<file path="config.mk">
export PLATFORM = sky130hd
export DESIGN_NAME = pucch_f1_seq_ctrl
export DESIGN_NICKNAME = d
export VERILOG_FILES = /design/src/rtl/pucch_pkg.sv /design/src/rtl/bpsk_cyc.sv /design/src/rtl/qpsk_cyc.sv /design/src/rtl/pucch_f1_seq_ctrl.sv
export SDC_FILE = /design/constraint.sdc
export NUM_CORES = 1
export LEC_CHECK = 0
export CORE_UTILIZATION = 55
export DETAILED_ROUTE_END_ITERATION = 8
export PLACE_DENSITY = 0.81
export SYNTH_ARGS = -nofsm -noshare
export SYNTH_HDL_FRONTEND = slang
export SYNTH_SLANG_ARGS = --single-unit
</file>
<file path="constraint.sdc">
create_clock -name i_clk -period 7.6 [get_ports i_clk]
set_clock_uncertainty 0.2 [all_clocks]
set_input_delay 1.52 -clock i_clk [delete_from_list [all_inputs] [get_ports i_clk]]
set_output_delay 1.52 -clock i_clk [all_outputs]
set_load 0.01 [all_outputs]
</file>
<file path="src/rtl/pucch_pkg.sv">
// Shared constants, state type and modular-add helper for the PUCCH format 1 sequencer.
package pucch_pkg;

  localparam int CYC_DIV_DEF   = 24;
  localparam int N_SC_DEF      = 12;
  localparam int N_SYM_MAX_DEF = 14;
  localparam int N_SYM_MIN     = 4;
  localparam int N_CS          = 12;

  typedef enum logic {
    IDLE = 1'b0,
    RUN  = 1'b1
  } state_t;

  // Modulation phases as odd multiples of CYC_DIV/8
  localparam int BPSK_K0  = 1;
  localparam int BPSK_K1  = 5;
  localparam int QPSK_K00 = 1;
  localparam int QPSK_K01 = 7;
  localparam int QPSK_K10 = 3;
  localparam int QPSK_K11 = 5;

  function automatic logic [4:0] add_mod(input logic [4:0] a, input logic [4:0] b, input int m);
    logic [5:0] s;
    s = {1'b0, a} + {1'b0, b};
    if (int'(s) >= m) s = s - 6'(m);
    return s[4:0];
  endfunction

endpackage

</file>
<file path="src/rtl/bpsk_cyc.sv">
// BPSK modulation phase: maps b(0) onto an odd multiple of CYC_DIV/8.
module bpsk_cyc
  import pucch_pkg::*;
#(
  parameter int CYC_DIV = CYC_DIV_DEF
) (
  input  logic       i_b,
  output logic [4:0] o_cyc_part
);

  localparam logic [4:0] PH0 = 5'((BPSK_K0 * (CYC_DIV / 8)) % CYC_DIV);
  localparam logic [4:0] PH1 = 5'((BPSK_K1 * (CYC_DIV / 8)) % CYC_DIV);

  assign o_cyc_part = i_b ? PH1 : PH0;

endmodule

</file>
<file path="src/rtl/qpsk_cyc.sv">
// QPSK modulation phase: maps the pair b(0)b(1) onto an odd multiple of CYC_DIV/8.
module qpsk_cyc
  import pucch_pkg::*;
#(
  parameter int CYC_DIV = CYC_DIV_DEF
) (
  input  logic [1:0] i_b,
  output logic [4:0] o_cyc_part
);

  localparam logic [4:0] PH00 = 5'((QPSK_K00 * (CYC_DIV / 8)) % CYC_DIV);
  localparam logic [4:0] PH01 = 5'((QPSK_K01 * (CYC_DIV / 8)) % CYC_DIV);
  localparam logic [4:0] PH10 = 5'((QPSK_K10 * (CYC_DIV / 8)) % CYC_DIV);
  localparam logic [4:0] PH11 = 5'((QPSK_K11 * (CYC_DIV / 8)) % CYC_DIV);

  always_comb begin
    o_cyc_part = PH00;
    case ({i_b[0], i_b[1]})
      2'b00:   o_cyc_part = PH00;
      2'b01:   o_cyc_part = PH01;
      2'b10:   o_cyc_part = PH10;
      default: o_cyc_part = PH11;
    endcase
  end

endmodule

</file>
<file path="src/rtl/pucch_f1_seq_ctrl.sv">
// Accepts one HARQ-ACK job and streams a registered phase index per subcarrier per symbol.
// First element one cycle after accept; counters and outputs freeze while i_ready is low.
module pucch_f1_seq_ctrl
  import pucch_pkg::*;
#(
  parameter int CYC_DIV   = CYC_DIV_DEF,
  parameter int N_SC      = N_SC_DEF,
  parameter int N_SYM_MAX = N_SYM_MAX_DEF
) (
  input  logic       i_clk,
  input  logic       i_rst_n,
  input  logic       i_req_valid,
  output logic       o_req_ready,
  input  logic       i_nbits,
  input  logic [1:0] i_bits,
  input  logic [3:0] i_nsym,
  input  logic [3:0] i_cs,
  output logic       o_valid,
  input  logic       i_ready,
  output logic [4:0] o_cyc,
  output logic [3:0] o_sc,
  output logic [3:0] o_sym,
  output logic       o_is_dmrs,
  output logic       o_last,
  output logic       o_busy
);

  localparam logic [4:0] STEP_U  = 5'(CYC_DIV / N_CS);
  localparam logic [3:0] SC_LAST = 4'(N_SC - 1);

  if ((CYC_DIV % 24) != 0 || CYC_DIV > 31) begin : g_bad_cyc_div
    $error("CYC_DIV must be a multiple of 24 and no larger than 31");
  end

  state_t     state, state_d;
  logic       nbits_q, nbits_d;
  logic [1:0] bits_q, bits_d;
  logic [3:0] nsym_m1_q, nsym_m1_d;
  logic [4:0] step_q, step_d;
  logic [4:0] acc_q, acc_d;
  logic       valid_d, dmrs_d, last_d;
  logic [4:0] cyc_d;
  logic [3:0] sc_d, sym_d;

  logic [3:0] nsym_c, cs_c;
  logic [4:0] bpsk_mph, qpsk_mph, mph;
  logic [3:0] sc_nx, sym_nx;
  logic [4:0] acc_nx, step_nx;
  logic       dmrs_nx;

  bpsk_cyc #(.CYC_DIV(CYC_DIV)) u_bpsk (
    .i_b        (bits_q[0]),
    .o_cyc_part (bpsk_mph)
  );

  qpsk_cyc #(.CYC_DIV(CYC_DIV)) u_qpsk (
    .i_b        (bits_q),
    .o_cyc_part (qpsk_mph)
  );

  assign mph         = nbits_q ? qpsk_mph : bpsk_mph;
  assign o_req_ready = (state == IDLE);
  assign o_busy      = (state == RUN);

  always_comb begin
    nsym_c = i_nsym;
    if (i_nsym < 4'(N_SYM_MIN))      nsym_c = 4'(N_SYM_MIN);
    else if (i_nsym > 4'(N_SYM_MAX)) nsym_c = 4'(N_SYM_MAX);
    cs_c = (i_cs >= 4'(N_CS)) ? i_cs - 4'(N_CS) : i_cs;
  end

  // Next element: the step advances by one shift unit per symbol, so cs_l is never multiplied out
  always_comb begin
    sc_nx   = o_sc + 4'd1;
    sym_nx  = o_sym;
    acc_nx  = add_mod(acc_q, step_q, CYC_DIV);
    step_nx = step_q;
    if (o_sc == SC_LAST) begin
      sc_nx   = '0;
      sym_nx  = o_sym + 4'd1;
      acc_nx  = '0;
      step_nx = add_mod(step_q, STEP_U, CYC_DIV);
    end
    dmrs_nx = ~sym_nx[0];
  end

  always_comb begin
    state_d   = state;
    nbits_d   = nbits_q;
    bits_d    = bits_q;
    nsym_m1_d = nsym_m1_q;
    step_d    = step_q;
    acc_d     = acc_q;
    valid_d   = o_valid;
    cyc_d     = o_cyc;
    sc_d      = o_sc;
    sym_d     = o_sym;
    dmrs_d    = o_is_dmrs;
    last_d    = o_last;
    case (state)
      IDLE: begin
        if (i_req_valid) begin
          state_d   = RUN;
          nbits_d   = i_nbits;
          bits_d    = i_bits;
          nsym_m1_d = nsym_c - 4'd1;
          step_d    = 5'((int'(cs_c) * int'(STEP_U)) % CYC_DIV);
          acc_d     = '0;
          valid_d   = 1'b1;
          cyc_d     = '0;
          sc_d      = '0;
          sym_d     = '0;
          dmrs_d    = 1'b1;
          last_d    = 1'b0;
        end
      end
      RUN: begin
        if (i_ready) begin
          if (o_last) begin
            state_d = IDLE;
            step_d  = '0;
            acc_d   = '0;
            valid_d = 1'b0;
            cyc_d   = '0;
            sc_d    = '0;
            sym_d   = '0;
            dmrs_d  = 1'b0;
            last_d  = 1'b0;
          end else begin
            step_d = step_nx;
            acc_d  = acc_nx;
            sc_d   = sc_nx;
            sym_d  = sym_nx;
            dmrs_d = dmrs_nx;
            cyc_d  = dmrs_nx ? acc_nx : add_mod(acc_nx, mph, CYC_DIV);
            last_d = (sym_nx == nsym_m1_q) && (sc_nx == SC_LAST);
          end
        end
      end
      default: state_d = IDLE;
    endcase
  end

  always_ff @(posedge i_clk or negedge i_rst_n) begin
    if (!i_rst_n) state <= IDLE;
    else          state <= state_d;
  end

  always_ff @(posedge i_clk or negedge i_rst_n) begin
    if (!i_rst_n) begin
      nbits_q   <= 1'b0;
      bits_q    <= '0;
      nsym_m1_q <= '0;
      step_q    <= '0;
      acc_q     <= '0;
      o_valid   <= 1'b0;
      o_cyc     <= '0;
      o_sc      <= '0;
      o_sym     <= '0;
      o_is_dmrs <= 1'b0;
      o_last    <= 1'b0;
    end else begin
      nbits_q   <= nbits_d;
      bits_q    <= bits_d;
      nsym_m1_q <= nsym_m1_d;
      step_q    <= step_d;
      acc_q     <= acc_d;
      o_valid   <= valid_d;
      o_cyc     <= cyc_d;
      o_sc      <= sc_d;
      o_sym     <= sym_d;
      o_is_dmrs <= dmrs_d;
      o_last    <= last_d;
    end
  end

endmodule

</file>
## Yosys cells after proc, flatten, opt, wreduce, memory -nomap -nowiden

Cells that the tools add are included.
W data, S select, Z words.

- Add/sub/neg operators: 10
- Divide/modulo/power cells: 1
- $lt $le $gt $ge: 6
- Eq/ne operators: 9
- Muxes and demuxes: 47
- Bitwise logic cells: 2
- Reduce and logical (&&, ||, !) cells: 6

Operators with widths:

| cell | number |
|---|---|
| $mux W5 | 15 |
| $mux W4 | 11 |
| $mod A6 B6 Y32 const B | 1 |
| $pmux W5 S2 | 3 |
| $ge A6 B5 Y1 const B | 3 |
| $pmux W4 S2 | 2 |
| $pmux W5 S3 | 1 |
| $sub A5 B5 Y5 const B | 3 |
| $add A5 B5 Y6 | 2 |
| $mux W1 | 11 |
| $add A4 B1 Y4 const B | 2 |
| $eq A4 B4 Y1 const B | 2 |
| $pmux W1 S2 | 4 |
| $add A5 B2 Y6 const B | 1 |
| $ne A2 B2 Y1 const B | 3 |
| $reduce_and A3 Y1 | 2 |
| $eq A4 B4 Y1 | 1 |
| $ge A4 B4 Y1 const B | 1 |
| $gt A4 B4 Y1 const B | 1 |
| $lt A4 B3 Y1 const B | 1 |
| $reduce_and A2 Y1 | 2 |
| $sub A4 B1 Y4 const B | 1 |
| $sub A4 B4 Y4 const B | 1 |
| $ne A3 B2 Y1 const B | 1 |
| other kinds (5) | 6 |

- Register bits after elaboration: 34
- Bits of input ports: 15
- Output and inout bits: 18
- Word-level logic and storage cells: 93

## Longest topological paths before layout

Gate-level depths: netlist (run 1).

- Word-level depth: 11
- Gate-level depth with buffers: 14
- Depth with buffers taken out: 13

## Cells and area by module

Synthesis (run 1) repeated with hierarchy kept, for this count alone.

- Cells, all modules: 276
- Area total of the unflattened synthesis: 2538.7 µm²

By module, submodules not included:

| module | instances | cells an instance | area each (µm²) | seq. area each (µm²) |
|---|---|---|---|---|
| pucch_f1_seq_ctrl | 1 | 260 | 2424.8 | 825.8 |
| qpsk_cyc | 1 | 9 | 68.8 | 0.0 |
| bpsk_cyc | 1 | 7 | 45.0 | 0.0 |

## Least setup slack after synthesis (run 1)

Ideal clock, no wire load.

- Path type: register -> register
- Start: reg step_q[1]
- End: reg o_cyc[4]
- Library setup time: 0.122 ns
- Data arrival time: 2.685 ns
- Data required time: 7.278 ns
- Path slack: 4.594 ns
- Cell stages (with the launch flop): 12
- Path buffers: 0
- Clock period less this slack: 3.006 ns
- Cells stage by stage: dfrtp_1 fa_1 a21oi_2 and4b_1 or3_1 o22ai_2 nor2_1 ha_1 xnor2_1 a21oi_1 o31ai_1 a32o_1

- Cells in the longest elaborated chain, start to end: 11
- Elaborated cells between the ends (all ways): 13
- Those cells by class: 4 x add/sub; 2 x order compare; 7 x mux

Ends and longest elaborated chain:

| element | RTL line | text |
|---|---|---|
| start: declaration | pucch_f1_seq_ctrl.sv:39 | `logic [4:0] step_q, step_d;` |
| start signal: assignment | pucch_f1_seq_ctrl.sv:166 | `step_q <= step_d;` |
| $add A5 B5 Y6 (*) | pucch_pkg.sv:25 | `s = {1'b0, a} + {1'b0, b};` |
| $sub A5 B5 Y5 / $ge A6 B5 Y1 (equally long branches) | pucch_pkg.sv:26 | `if (int'(s) >= m) s = s - 6'(m);` |
| $mux W5 (*) | pucch_pkg.sv:26 |  |
| $mux W5 (*) | pucch_f1_seq_ctrl.sv:78 | `if (o_sc == SC_LAST) begin` |
| $add A5 B5 Y6 | pucch_pkg.sv:25 |  |
| $sub A5 B5 Y5 / $ge A6 B5 Y1 (equally long branches) | pucch_pkg.sv:26 |  |
| $mux W5 | pucch_pkg.sv:26 |  |
| $mux W5 (*) | pucch_f1_seq_ctrl.sv:135 | `cyc_d = dmrs_nx ? acc_nx : add_mod(acc_nx, mph, CYC_DIV);` |
| $mux W5 (*) | pucch_f1_seq_ctrl.sv:119 | `if (o_last) begin` |
| $mux W5 (*) | pucch_f1_seq_ctrl.sv:118 | `if (i_ready) begin` |
| $pmux W5 S2 (*) | pucch_f1_seq_ctrl.sv:100 | `case (state)` |
| end signal: assignment | pucch_f1_seq_ctrl.sv:169 | `o_cyc <= cyc_d;` |
| end: declaration | pucch_f1_seq_ctrl.sv:20 | `output logic [4:0] o_cyc,` |

Every way passes the cells marked *; elsewhere a longest branch is shown, timed or not. The select of a mux whose other input is x is not followed.
A chain may end at the register's enable or synchronous reset.

## Worst setup path in the final report (run 1)

- Start: in i_req_valid
- End: reg step_q[1]

- Cells in the longest elaborated chain, start to end: 2

Ends and longest elaborated chain:

| element | RTL line | text |
|---|---|---|
| start: declaration | pucch_f1_seq_ctrl.sv:12 | `input logic i_req_valid,` |
| $ne A2 B2 Y1 (no line) | - |  |
| $reduce_and A3 Y1 (no line) | - |  |

No other way between the ends.

==> flow_metrics.py, run 1 <==
metrics = {
    "critical_path": {
        "r2r_cells": 11,
        "required_ps": 7610,
        "slowest_stage": "a21oi_1",
        "cpPeakStageDelay_ps": 630,
        "critPathLaunch": "i_req_valid",
        "cp-endpoint": "step_q[1]$_DFFE_PN0P_",
        "cp-start-kind": "primary input",
        "end_kind": "register",
        "r2r-end": "o_cyc[4]$_DFFE_PN0P_",
        "crit_top_cell": "a21oi_1",
        "crit_chain": "clkdlybuf4s50_1 -> nand2b_1 -> a21boi_1 -> buf_4 -> a21oi_1 -> nor2_1 -> a21oi_1",
        "cp_max_fo": 20,
        "worstReg2RegStart": "step_q[1]$_DFFE_PN0P_",
        "ff2ff_setup_slack_ps": 4180,
        "critPathArrivalTime_ps": 3600,
        "criticalPathCategory": "in -> reg",
    },
    "sta": {
        "period_minus_slack_ps": 3593,
        "final.period_utilization_pct": 47.27,
        "tightest_slew_ps": 784.8,
        "holdWs_ps": 287.6,
        "finalSetupTns_ps": 0,
        "finalHoldViolCount": 0,
        "relSlewSlack_pct": 47.68,
        "setup_violations": 0,
        "slew_viol_final": 0,
        "fmax_mhz": 278.4,
        "grt_setup_unrepaired": "false",
    },
    "grt": {
        "antenna_found_initial": 0,
        "grt_pass1_vias": 1828,
        "grt_max_degree": 34,
        "grt.total_usage_pct": 25.86,
        "grt_pass1_wl_mm": 8.424,
        "overflow": 0,
    },
    "layout": {
        "final_common_cell": "dfrtp_1",
        "seq_area_um2": 825.8,
        "areaGrowthSynthToFinish_pct": 20.44,
        "multiInputGateArea_um2": 1360,
        "final_cell_mix": "33 x dfrtp_1, 32 x clkdlybuf4s50_1, 29 x nand2_1",
        "diodes": 0,
        "drive_gt1_share_pct": 7.609,
        "final_cell_area_um2": 2728,
        "fillCellCount": 304,
        "final_util_pct": 71.80,
        "nets": 308,
    },
    "cts": {
        "clk_pin_slew_worst_paths_ps": 70,
        "clock_path_buffers": 2,
        "cts_buffers": 5,
        "cts_root_buf": "clkbuf_8",
        "cts_tree": "done",
        "htree_levels": 2,
        "cts_resized": 0,
        "cts_sinks": 33,
        "clk_latency_ps": 280,
        "hold_buffers": 0,
        "cts_setup_buffers": 0,
    },
    "synth": {
        "synth_top_cell_by_area": "dfrtp_1",
        "yosysWarningCount": 0,
        "synth_area_leaders": "dfrtp_1 36%, ha_1 8.8%, nand2_1 4.8%, o21ai_0 4.6%, a21oi_1 4.4%",
        "ys_seq_elements": 33,
        "synth_nets": 275,
        "synth-seq-area-share_pct": 36.46,
        "synth-edff-count": 0,
        "yosysUniqueCellTypes": 53,
        "yosysTopAreaCellShare_pct": 36.46,
        "synth_cells": 242,
        "ys.flop_type": "dfrtp_1",
        "synthArstFlopShare_pct": 100.0,
        "syn_area_um2": 2265,
        "syn_area_per_cell_um2": 9.358,
    },
    "power": {
        "total_power_mw": 1.437,
        "max-vdd-ir-drop_uv": 461.9,
        "power_leakage_nw": 1.233,
        "power_density_nw_per_um2": 526.8,
    },
    "die": {
        "die_h_um": 66.17,
        "rows": 22,
        "die_x_um": 66.17,
        "ios": 33,
        "initial_utilization_pct": 59.62,
        "dieArea_um2": 4378,
        "core_area_um2": 3799,
    },
    "routing": {
        "firstDrtPassIters": 4,
        "ant_nets": 0,
        "wl_mm": 4.999,
        "drcViolationCount": 0,
        "viasPerCell": 5.821,
        "num_vias": 1886,
        "drt_iter0_markers": 129,
        "post_drt_wl_per_cell_um": 15.43,
    },
    "outcome": {
        "outcome": "finished clean",
    },
    "min_path": {
        "hold_start": "acc_q[3]$_DFFE_PN0P_",
        "hp-class": "reg -> reg",
    },
    "place": {
        "dpl-instance-area_um2": 2611,
        "place_congestion": 0.8123,
        "post-dp-hpwl_mm": 3.647,
        "portBuffers": 32,
    },
    "run": {
        "drv_cap": 0,
    },
}
power breakdown:
| group | switching (mW) | leakage, nW | internal [mW] |
|---|---|---|---|
| registers | 0.0901 | 0.409 | 0.247 |
| logic | 0.493 | 0.765 | 0.434 |
| clock network | 0.0654 | 0.0585 | 0.107 |
final cells by class:
class | count | share of cell area [%]
clock buffers | 7 | 3.165
clock inverters | 1 | 1.101
inverters | 8 | 1.101
multi-input cells | 193 | 49.86
flip-flops and latches | 33 | 30.28
well taps | 48 | 2.202
repair buffers | 34 | 12.29
worst max-delay path: cells and delay by family:
family,cells,cell delay (ps)
simple gates,2,350
compound gates,3,1000
buf+inv,2,730
worst min path at each step:
stage,end,slack (ps),depth (start not counted)
floorplan,acc_q[3]$_DFFE_PN0P_,250,2
global placement,acc_q[3]$_DFFE_PN0P_,270,2
CTS,acc_q[4]$_DFFE_PN0P_,290,2
detailed placement,acc_q[4]$_DFFE_PN0P_,270,2
finish,acc_q[3]$_DFFE_PN0P_,290,2
global route,acc_q[4]$_DFFE_PN0P_,330,2
metrics by stage:
step / setup WS [ps] / std cells
after floorplan: 4594 / 242
after CTS: 4035 / 324
after detailed placement: 3740 / 316
after global routing: 3797 / 324
final: 4007 / 324
after global placement: 3864 / 316
cell usage after synthesis (all sizes together) (2+ instances only):
cell / n
xor2: 9
mux2i: 4
nor4: 2
clkbuf: 2
a21oi: 22
dfrtp: 33
nand2b: 7
nor2b: 2
mux2: 4
nor3: 2
nand4: 2
o21ai: 21
a31oi: 3
o22ai: 3
inv: 8
buf: 6
a32o: 2
ha: 16
nand3b: 3
o21bai: 2
nand2: 29
and3: 2
a22o: 2
fa: 2
and2: 4
nand3: 2
o31ai: 3
xnor2: 10
nor2: 18
flip-flops by register name (all words and copies together), names as in the netlist:
signal / count
acc_q: 5
bits_q: 2
nbits_q: 1
nsym_m1_q: 4
o_busy: 1
o_cyc: 5
o_is_dmrs: 1
o_last: 1
o_sc: 4
o_sym: 4
o_valid: 1
step_q: 4
cell families after synthesis:
| kind of cell | count (synthesis) | share of synthesized area [%] |
|---|---|---|
| XOR/XNOR | 19 | 8.509 |
| flip-flops | 33 | 36.46 |
| buffers and inverters | 16 | 3.480 |
| AND/OR/NAND/NOR | 81 | 18.29 |
| multiplexers | 8 | 3.757 |
| other | 1 | 0.1656 |
| AO/OA/AOI/OAI | 66 | 18.73 |
| adder cells (fa/ha/maj) | 18 | 10.61 |
layer usage:
layer	global-route usage [%]	up-vias	routed length [µm]
met1	32.78	891	2228
met3	5.000	7	252
met4	10.11	0	75
li1	-	924	-
met2	43.24	64	2443
met5	0	-	0
Note: power is estimated with default switching activity, not from simulation.
==> run 2: changes to the inputs <==
clock period = 3.6 ns   (was 7.6 ns; I/O delays follow)
==> flow_metrics.py, run 2 (synthesis gave the netlist of run 1 again) <==
metrics = {
    "outcome": {
        "outcome": "finished clean",
    },
    "place": {
        "place_congestion": 0.8783,
        "portBuffers": 32,
        "post-dp-hpwl_mm": 3.462,
        "dpl_worst_slack_ps": 348.9,
    },
    "die": {
        "initial_utilization_pct": 59.62,
        "die_h_um": 66.17,
        "die_x_um": 66.17,
        "rows": 22,
        "dieArea_um2": 4378,
        "ios": 33,
        "core_area_um2": 3799,
    },
    "routing": {
        "firstDrtPassIters": 4,
        "drt_iter0_markers": 99,
        "wl_mm": 4.650,
        "drcViolationCount": 0,
        "post_drt_wl_per_cell_um": 14.22,
        "viasPerCell": 5.676,
        "ant_nets": 0,
        "num_vias": 1856,
    },
    "cts": {
        "htree_levels": 2,
        "cts_tree": "done",
        "cts_sinks": 33,
        "clock_path_buffers": 2,
        "cts_buffers": 5,
        "cts_root_buf": "clkbuf_8",
        "cts_resized": 0,
        "clk_latency_ps": 290,
        "clk_pin_slew_worst_paths_ps": 70,
        "hold_buffers": 0,
        "cts_setup_buffers": 0,
    },
    "sta": {
        "final.period_utilization_pct": 91.56,
        "setup_violations": 0,
        "period_minus_slack_ps": 3296,
        "setup_slack_ps": 304.0,
        "tightest_slew_ps": 521.5,
        "fmax_mhz": 303.4,
        "finalHoldViolCount": 0,
        "relSlewSlack_pct": 65.23,
        "slew_viol_final": 0,
        "grt_setup_unrepaired": "false",
        "finalSetupTns_ps": 0,
    },
    "layout": {
        "nets": 311,
        "areaGrowthSynthToFinish_pct": 19.94,
        "drive_gt1_share_pct": 8.602,
        "final_common_cell": "dfrtp_1",
        "diodes": 0,
        "largestRegisters": "acc_q (5), o_cyc (5)",
        "final_cell_mix": "33 x dfrtp_1, 32 x clkdlybuf4s50_1, 29 x nand2_1",
        "fillCellCount": 309,
    },
    "critical_path": {
        "r2r_cells": 11,
        "critPathArrivalTime_ps": 3270,
        "cp-endpoint": "o_cyc[4]$_DFFE_PN0P_",
        "cp-start-kind": "register",
        "worstReg2RegStart": "step_q[1]$_DFFE_PN0P_",
        "cp_max_fo": 8,
        "end_kind": "register",
        "ff2ff_setup_slack_ps": 300,
        "r2r-end": "o_cyc[4]$_DFFE_PN0P_",
        "criticalPathCategory": "reg -> reg",
        "critPathLaunch": "step_q[1]$_DFFE_PN0P_",
        "required_ps": 3580,
    },
    "grt": {
        "grt_pass1_vias": 1788,
        "grt_max_degree": 34,
        "antenna_found_initial": 0,
        "grt_pass1_wl_mm": 8.176,
        "overflow": 0,
        "grt.total_usage_pct": 25.24,
    },
    "run": {
        "drv_cap": 0,
    },
    "power": {
        "power_density_nw_per_um2": 1063,
        "max-vdd-ir-drop_uv": 712.5,
        "power_leakage_nw": 1.234,
    },
    "min_path": {
        "hp-class": "reg -> reg",
    },
}
-- run 2: through the flow --
step / std cells / hold slack, ps / power [mW] / area, µm² / util [%]
detailed placement: 319 / 273.4 / 2.597 / 2634 / 69.33
global placement: 319 / 271.6 / 2.536 / 2634 / 69.33
global route: 327 / 314.6 / 3.172 / 2716 / 71.51
finish: 327 / 289.3 / 2.887 / 2716 / 71.51
floorplan: 242 / 224.4 / 2.158 / 2265 / -
CTS: 327 / 293.1 / 2.889 / 2716 / 71.51
-- run 2: where the power goes --
group / total [mW] / switching [mW] / internal (mW)
registers: 0.702 / 0.180 / 0.522
logic: 1.91 / 0.992 / 0.919
clock network: 0.273 / 0.140 / 0.134
-- run 2: worst min-delay path by stage --
stage	slack (ps)	cells after the start	to	start
finish	290	2	o_cyc[1]$_DFFE_PN0P_	o_cyc[1]$_DFFE_PN0P_
global route	310	2	o_cyc[1]$_DFFE_PN0P_	o_cyc[1]$_DFFE_PN0P_
CTS	290	2	o_cyc[1]$_DFFE_PN0P_	o_cyc[1]$_DFFE_PN0P_
detailed placement	270	2	o_cyc[0]$_DFFE_PN0P_	o_cyc[0]$_DFFE_PN0P_
global placement	270	2	o_cyc[1]$_DFFE_PN0P_	o_cyc[1]$_DFFE_PN0P_
floorplan	220	0	acc_q[0]$_DFFE_PN0P_	i_rst_n
-- run 2: cell type report --
| cell class | count | area [µm²] | area share [%] |
|---|---|---|---|
| clock inverter | 2 | 10.01 | 0.3685 |
| tap | 48 | 60.06 | 2.211 |
| clock buffer | 6 | 72.57 | 2.672 |
| multi-input combinational | 193 | 1360 | 50.07 |
| sequential | 33 | 825.8 | 30.40 |
| inverter | 8 | 30.03 | 1.105 |
| timing repair buffer | 37 | 357.8 | 13.17 |
-- run 2: layer usage --
layer  routed length (µm)  up-vias  global-route usage [%]  share of wire [%]
met4                   37        0                   6.383               0.80
met1                 2149      869                   32.86                 46
met5                    0        -                       0                  0
met2                 2183       53                   41.07                 47
li1                     -      928                       -                  -
met3                  280        6                   7.241                6.0
-- run 2: worst max-delay path: stages (launching register included) --
cell and delay (ps):
dfrtp_1 470, fa_1 490, a21oi_2 240, and4b_1 220, or3_1 350, o22ai_2 140
nor2_1 80, ha_1 350, xnor2_1 180, a21oi_1 130, o31ai_1 90, a32o_1 230
